### config.mk
export PLATFORM = sky130hd
export DESIGN_NAME = tile_writeback
export DESIGN_NICKNAME = d
export VERILOG_FILES = /design/src/rtl/tile_writeback_pkg.sv /design/src/rtl/pixel_fifo.sv /design/src/rtl/tile_writeback.sv
export SDC_FILE = /design/constraint.sdc
export NUM_CORES = 1
export LEC_CHECK = 0
export BUFFER_PORTS_ARGS = -buffer_cell sky130_fd_sc_hd__buf_4
export CAP_MARGIN = 30
export CORE_MARGIN = 3
export CORE_UTILIZATION = 52
export DETAILED_ROUTE_END_ITERATION = 6
export GPL_TIMING_DRIVEN = 0
export HOLD_SLACK_MARGIN = 0.02
export MAX_ROUTING_LAYER = met4
export PLACE_DENSITY = 0.89
export SYNTH_ARGS = -nofsm -noshare
export SYNTH_HDL_FRONTEND = slang
export SYNTH_SLANG_ARGS = --single-unit
### constraint.sdc
create_clock -name clk -period 3.4 [get_ports clk]
set_input_delay 0.68 -clock clk [delete_from_list [all_inputs] [get_ports clk]]
set_output_delay 0.68 -clock clk [all_outputs]
set_load 0.05 [all_outputs]
### src/rtl/tile_writeback_pkg.sv
// Shared constants and FSM encoding for the tile writeback engine.
package tile_writeback_pkg;

    localparam int TILE_DIM    = 32;
    localparam int TILE_PIXELS = TILE_DIM * TILE_DIM;
    localparam int PIX_W       = 16;

    typedef enum logic [1:0] {
        ST_IDLE  = 2'd0,
        ST_READ  = 2'd1,
        ST_DRAIN = 2'd2
    } wb_state_t;

endpackage

### src/rtl/pixel_fifo.sv
// Small pixel FIFO with registered outputs; entries land in storage first and
// reach the output register on the following edge.
module pixel_fifo #(
    parameter int W     = 16,
    parameter int DEPTH = 4
) (
    input  logic                       clk,
    input  logic                       rst,
    input  logic                       push,
    input  logic [W-1:0]               din,
    input  logic                       pop,
    output logic [W-1:0]               dout,
    output logic                       valid,
    output logic [$clog2(DEPTH+1)-1:0] count
);

    localparam int PW = (DEPTH > 1) ? $clog2(DEPTH) : 1;
    localparam int CW = $clog2(DEPTH + 1);

    logic [W-1:0]  mem [DEPTH];
    logic [PW-1:0] wr_ptr;
    logic [PW-1:0] rd_ptr;
    logic [CW-1:0] mem_cnt;
    logic          load;

    function automatic logic [PW-1:0] ptr_inc(input logic [PW-1:0] p);
        return (p == PW'(DEPTH - 1)) ? '0 : p + PW'(1);
    endfunction

    // Refill the output register whenever it is empty or being consumed.
    assign load = (mem_cnt != '0) && (!valid || pop);

    always_ff @(posedge clk) begin
        if (push) begin
            mem[wr_ptr] <= din;
        end
    end

    always_ff @(posedge clk) begin
        if (rst) begin
            wr_ptr  <= '0;
            rd_ptr  <= '0;
            mem_cnt <= '0;
            count   <= '0;
            valid   <= 1'b0;
            dout    <= '0;
        end else begin
            if (push) begin
                wr_ptr <= ptr_inc(wr_ptr);
            end
            if (load) begin
                rd_ptr <= ptr_inc(rd_ptr);
                dout   <= mem[rd_ptr];
                valid  <= 1'b1;
            end else if (pop) begin
                valid  <= 1'b0;
            end
            mem_cnt <= mem_cnt + CW'(push) - CW'(load);
            count   <= count + CW'(push) - CW'(pop);
        end
    end

endmodule

### src/rtl/tile_writeback.sv
// Flushes one 32x32 RGB565 tile from the tile buffer to the framebuffer as
// row bursts, with credit-limited reads so returning data always has a slot.
//
// state    | meaning
// ST_IDLE  | waiting for start, done=1
// ST_READ  | issuing tile buffer reads in raster order
// ST_DRAIN | all reads issued, emptying pipeline and FIFO
module tile_writeback
    import tile_writeback_pkg::*;
#(
    parameter int SCREEN_W   = 640,
    parameter int RD_LAT     = 2,
    parameter int FIFO_DEPTH = 4
) (
    input  logic        clk,
    input  logic        rst,
    input  logic        start,
    input  logic [5:0]  tile_x,
    input  logic [5:0]  tile_y,
    input  logic [31:0] fb_base,
    output logic        rd_en,
    output logic [9:0]  rd_addr,
    input  logic [15:0] rd_q,
    output logic        wr_valid,
    input  logic        wr_ready,
    output logic [31:0] wr_addr,
    output logic [15:0] wr_data,
    output logic        wr_last,
    output logic        done
);

    localparam int CW = $clog2(FIFO_DEPTH + 1);
    localparam logic [31:0] ROW_STEP   = 32'(2 * (SCREEN_W - TILE_DIM) + 2);
    localparam logic [31:0] TILE_ROW_B = 32'(2 * TILE_DIM * SCREEN_W);
    localparam logic [31:0] TILE_COL_B = 32'(2 * TILE_DIM);

    wb_state_t   state;
    wb_state_t   state_nx;
    logic [RD_LAT-1:0] vpipe;
    logic [7:0]  inflight;
    logic [9:0]  rd_cnt;
    logic [9:0]  beat_cnt;
    logic [CW-1:0] fifo_cnt;
    logic        push;
    logic        pop;
    logic        credit;
    logic        accept;
    logic [31:0] tile_off;

    assign push     = vpipe[RD_LAT-1];
    assign pop      = wr_valid && wr_ready;
    assign accept   = (state == ST_IDLE) && start;
    assign tile_off = 32'(tile_y) * TILE_ROW_B + 32'(tile_x) * TILE_COL_B;

    // A beat leaving this cycle frees its slot in time for a new read.
    assign credit  = (16'(inflight) + 16'(fifo_cnt)) < (16'(FIFO_DEPTH) + 16'(pop));
    assign rd_en   = (state == ST_READ) && credit;
    assign rd_addr = rd_cnt;
    assign wr_last = wr_valid && (beat_cnt[4:0] == 5'd31);

    always_comb begin
        state_nx = state;
        done     = 1'b0;
        case (state)
            ST_IDLE: begin
                done = 1'b1;
                if (start) state_nx = ST_READ;
            end
            ST_READ: begin
                if (rd_en && (rd_cnt == 10'(TILE_PIXELS - 1))) state_nx = ST_DRAIN;
            end
            ST_DRAIN: begin
                if ((fifo_cnt == '0) && (inflight == '0)) state_nx = ST_IDLE;
            end
            default: state_nx = ST_IDLE;
        endcase
    end

    always_ff @(posedge clk) begin
        if (rst) begin
            state    <= ST_IDLE;
            vpipe    <= '0;
            inflight <= '0;
            rd_cnt   <= '0;
            beat_cnt <= '0;
            wr_addr  <= '0;
        end else begin
            state    <= state_nx;
            vpipe    <= (vpipe << 1) | RD_LAT'(rd_en);
            inflight <= inflight + 8'(rd_en) - 8'(push);
            if (accept) begin
                rd_cnt   <= '0;
                beat_cnt <= '0;
                wr_addr  <= fb_base + tile_off;
            end else begin
                if (rd_en) rd_cnt <= rd_cnt + 10'd1;
                if (pop) begin
                    beat_cnt <= beat_cnt + 10'd1;
                    wr_addr  <= wr_addr + ((beat_cnt[4:0] == 5'd31) ? ROW_STEP : 32'd2);
                end
            end
        end
    end

    pixel_fifo #(
        .W     (PIX_W),
        .DEPTH (FIFO_DEPTH)
    ) u_fifo (
        .clk   (clk),
        .rst   (rst),
        .push  (push),
        .din   (rd_q),
        .pop   (pop),
        .dout  (wr_data),
        .valid (wr_valid),
        .count (fifo_cnt)
    );

endmodule

==> summary.txt <==
Logic synthesis
  • Post-Synth Adder-Cell Area: 0.105
  • Synth Net Count: between 900 and 1000
  • Number of synthesized flops with an enable pin: 64
  • Mux cell area share after synthesis: 0.0517
  • Synth Area in Simple Gates: 0.155
  • Mapped cell area: about 7900 µm²
  • Synth Area in Compound Gates: 0.118
  • Top FF cell, synth: dfxtp_1
  • Post-synth ARST share: 0
  • Most frequent cell after synthesis: dfxtp_1
  • Synth cell types: 61
  • Cells after Synth: 780
  • Post-synthesis xor/xnor area fraction: 0.0761
  • Yosys warns: 0
  • Largest family of logic cells by synthesized area: simple AND/OR/NAND/NOR gates
  • Flops & latches, synth: 150
  • Main area contributors after synthesis: edfxtp_1, dfxtp_1, ha_1
  • List of most frequent post-synthesis cells: dfxtp_1, nand2_1, nor2_1
  • Sequential share of the synthesized area: 0.459
  • Post-synth top area cell: edfxtp_1
  • Syn_area_per_cell: approximately 10 µm²
  • Synth top area share: 0.242

Drt
  • 1st-pass router iterations: 7
  • Final wirelength: 20.2 mm
  • # DRC: 0
  • Routed vias: ~6600
  • Via density: approximately 5.8
  • Antenna Nets Post-Route: 0
  • Starting DRC count in detailed routing: 460
  • DR WL/cell: between 15 and 20 µm

Die
  • IO Pins: around 130
  • Starting Density: 0.538
  • Die Footprint: approximately 17000 µm²
  • Core area: 14800 µm²
  • Die Span Y: roughly 130 µm
  • Die width: 130 µm
  • Core Rows: 44

Critical path
  • Crit Path Max Fanout: 4
  • CP Class: reg -> reg
  • Cell Chain, Critical Path: ha_2 -> inv_1 -> fa_2 -> inv_1 -> a31oi_1 -> nor3_1 -> o311ai_4 -> nor2_4 -> ha_4 -> inv_1 -> fa_2 -> nand2b_4 -> a21oi_4 -> o21ai_2 -> a21oi_2 -> nor2_1 -> xor2_1 -> nor2_1
  • Critical Path AT: 3.64 ns
  • Startpoint Class: flip-flop
  • Slowest CP cell: fa_2
  • CP max stage delay: ~0.44 ns
  • Top cell by count, worst path: inv_1
  • Setup crit end kind: flip-flop
  • Critical path required time: between 3 and 4 ns

CTS
  • CTS tree: yes
  • Num CTS Buffers: 17
  • Worst skew pair latency: roughly 0.43 ns
  • # hold bufs at CTS: 0
  • Clk sinks: 150
  • CTS root buffer: clkbuf_16
  • Reg clk slew, reported paths: 0.06 ns
  • Worst-case clock buffer depth: 2
  • CTS H-Tree Depth: 4

Timing
  • # setup viols final: 0
  • Worst Clk Skew: about 0.0096 ns
  • Max transition margin: 0.414
  • Setup_tns: 0 ns
  • Tmin final: approximately 3.3 ns
  • Worst-Margin Slew: approximately 0.88 ns
  • Fmax: 0.299 GHz
  • RSZ-0062 raised after global routing: yes
  • Hold Fails Final Rpt: 0
  • Final period util: 0.983
  • Slew Limit Fails: 0
  • Hold slack: 0.444 ns

Final layout
  • Final Util: 0.674
  • Diodes inserted: 0
  • Final std cell area, no fill: just under 10000 µm²
  • NumNets Final: 1059
  • Area delta synth->final: 25.2%
  • Layout cell share with drive strength beyond 1: 0.235

Place
  • Routability-driven placement congestion ratio: about 0.9
  • Detail Placement HPWL: roughly 14 mm
  • Cell area after placement: between 9000 and 10000 µm²
  • PortBufs: roughly 120

GRT
  • GRT Overall Usage: 0.253
  • Maximum number of pins on one net before global-route repair: 17
  • Number of global-route vias before repair: about 6600
  • First-pass GRT wire length: roughly 32 mm
  • Grt ovf: 0
  • Initial antenna violation count: 0

Min path
  • Hold Crit Class: in -> reg

Job
  • Max Cap Viol: 0

Power
  • Leak: a little under 4 nW
  • PwrDens: approximately 700 nW/µm²
  • Peak supply drop: between 500 and 600 µV

Status
  • Outcome: complete, no violations
==> stage by stage <==
stage | std cells | worst slack, ns | power (mW)
finish | 1129 | 0.0564 | 6.98
global route | 1129 | -0.0953 | 7.34
CTS | 1123 | -0.00232 | 6.91
detailed placement | 1088 | -0.494 | 4.97
global placement | 1088 | -0.493 | 4.86
floorplan | 780 | -0.0161 | 4.24
==> cell type report <==
class	instances	area, µm²
tap	184	230
clock buffer	20	437
clock inverter	12	154
buffer	29	111
timing repair buffer	134	1010
inverter	44	165
multi-input combinational	556	4180
sequential	150	3650
fill	1077	4810
==> kinds of logic after synthesis <==
| kind of cell | count (synthesis) |
|---|---|
| and+or+nand+nor | 264 |
| xor gates and xnor gates | 69 |
| adders and majority gates | 63 |
| buffers and inverters | 74 |
| muxes | 20 |
| AOI/OAI and AO/OA | 140 |
| DFF | 150 |
==> worst max-delay path: cells and delay by family, from the launching register on <==
family | cells | cell delay, ns
XOR/XNOR | 1 | 0.13
AO/OA/AOI/OAI | 5 | 0.61
flip-flops | 1 | 0.35
AND/OR/NAND/NOR | 5 | 0.82
adder cells (fa/ha/maj) | 4 | 1.13
buffers and inverters | 3 | 0.18
==> worst paths after layout <==
path	startpoint	endpoint	slack (ns)	cells past startpoint
setup / recovery	u_fifo.count[0]	inflight[6]	0.06	18
hold / removal	rd_q[1]	u_fifo.mem[3][1]	0.44	1
setup reg to reg	u_fifo.count[0]	inflight[6]	0.06	18
hold reg to reg	u_fifo.dout[13]	u_fifo.dout[13]	0.46	2
==> placed cells by master (no fill, tap or decap), types with 15 or more instances in the layout <==
| cell | count |
|---|---|
| buf_4 | 133 |
| dfxtp_1 | 82 |
| nand2_1 | 80 |
| nor2_1 | 75 |
| edfxtp_1 | 64 |
| ha_1 | 51 |
| a21oi_1 | 49 |
| inv_1 | 42 |
| xnor2_1 | 42 |
| clkbuf_1 | 30 |
| xor2_1 | 26 |
| nor3_1 | 19 |
| clkbuf_16 | 17 |
| nand3_1 | 16 |
| mux4_2 | 16 |
| o21ai_0 | 15 |
==> power breakdown <==
group          internal, mW  switching [mW]  leakage [nW]
Clock                  1.15           0.751         0.284
Sequential             2.11           0.228          1.28
Combinational          1.06            1.67          2.33
==> state kept, by name, summed over array words and instances, names as in the netlist <==
signal / count
beat_cnt: 5
inflight: 8
rd_addr: 10
state: 2
u_fifo.count: 3
u_fifo.dout: 16
u_fifo.mem: 64
u_fifo.mem_cnt: 3
u_fifo.rd_ptr: 2
u_fifo.valid: 1
u_fifo.wr_ptr: 2
vpipe: 2
wr_addr: 32
==> metal layers <==
metal  track usage  wire length (µm)  vias to the layer above
met2         0.433             10100                      305
met4         0.105               713                        0
met5             -                 0                        -
met1         0.288              7700                     3110
li1              -                 -                     3082
met3        0.0556              1720                       74
==> repair_timing <==
action                     in CTS  in global routing
pin swaps                       1                  6
setup endpoints to repair       5                 11
buffers inserted                3                  7
resized for setup               6                 16
cloned                          0                  0
(Power assumes the default switching activity.)
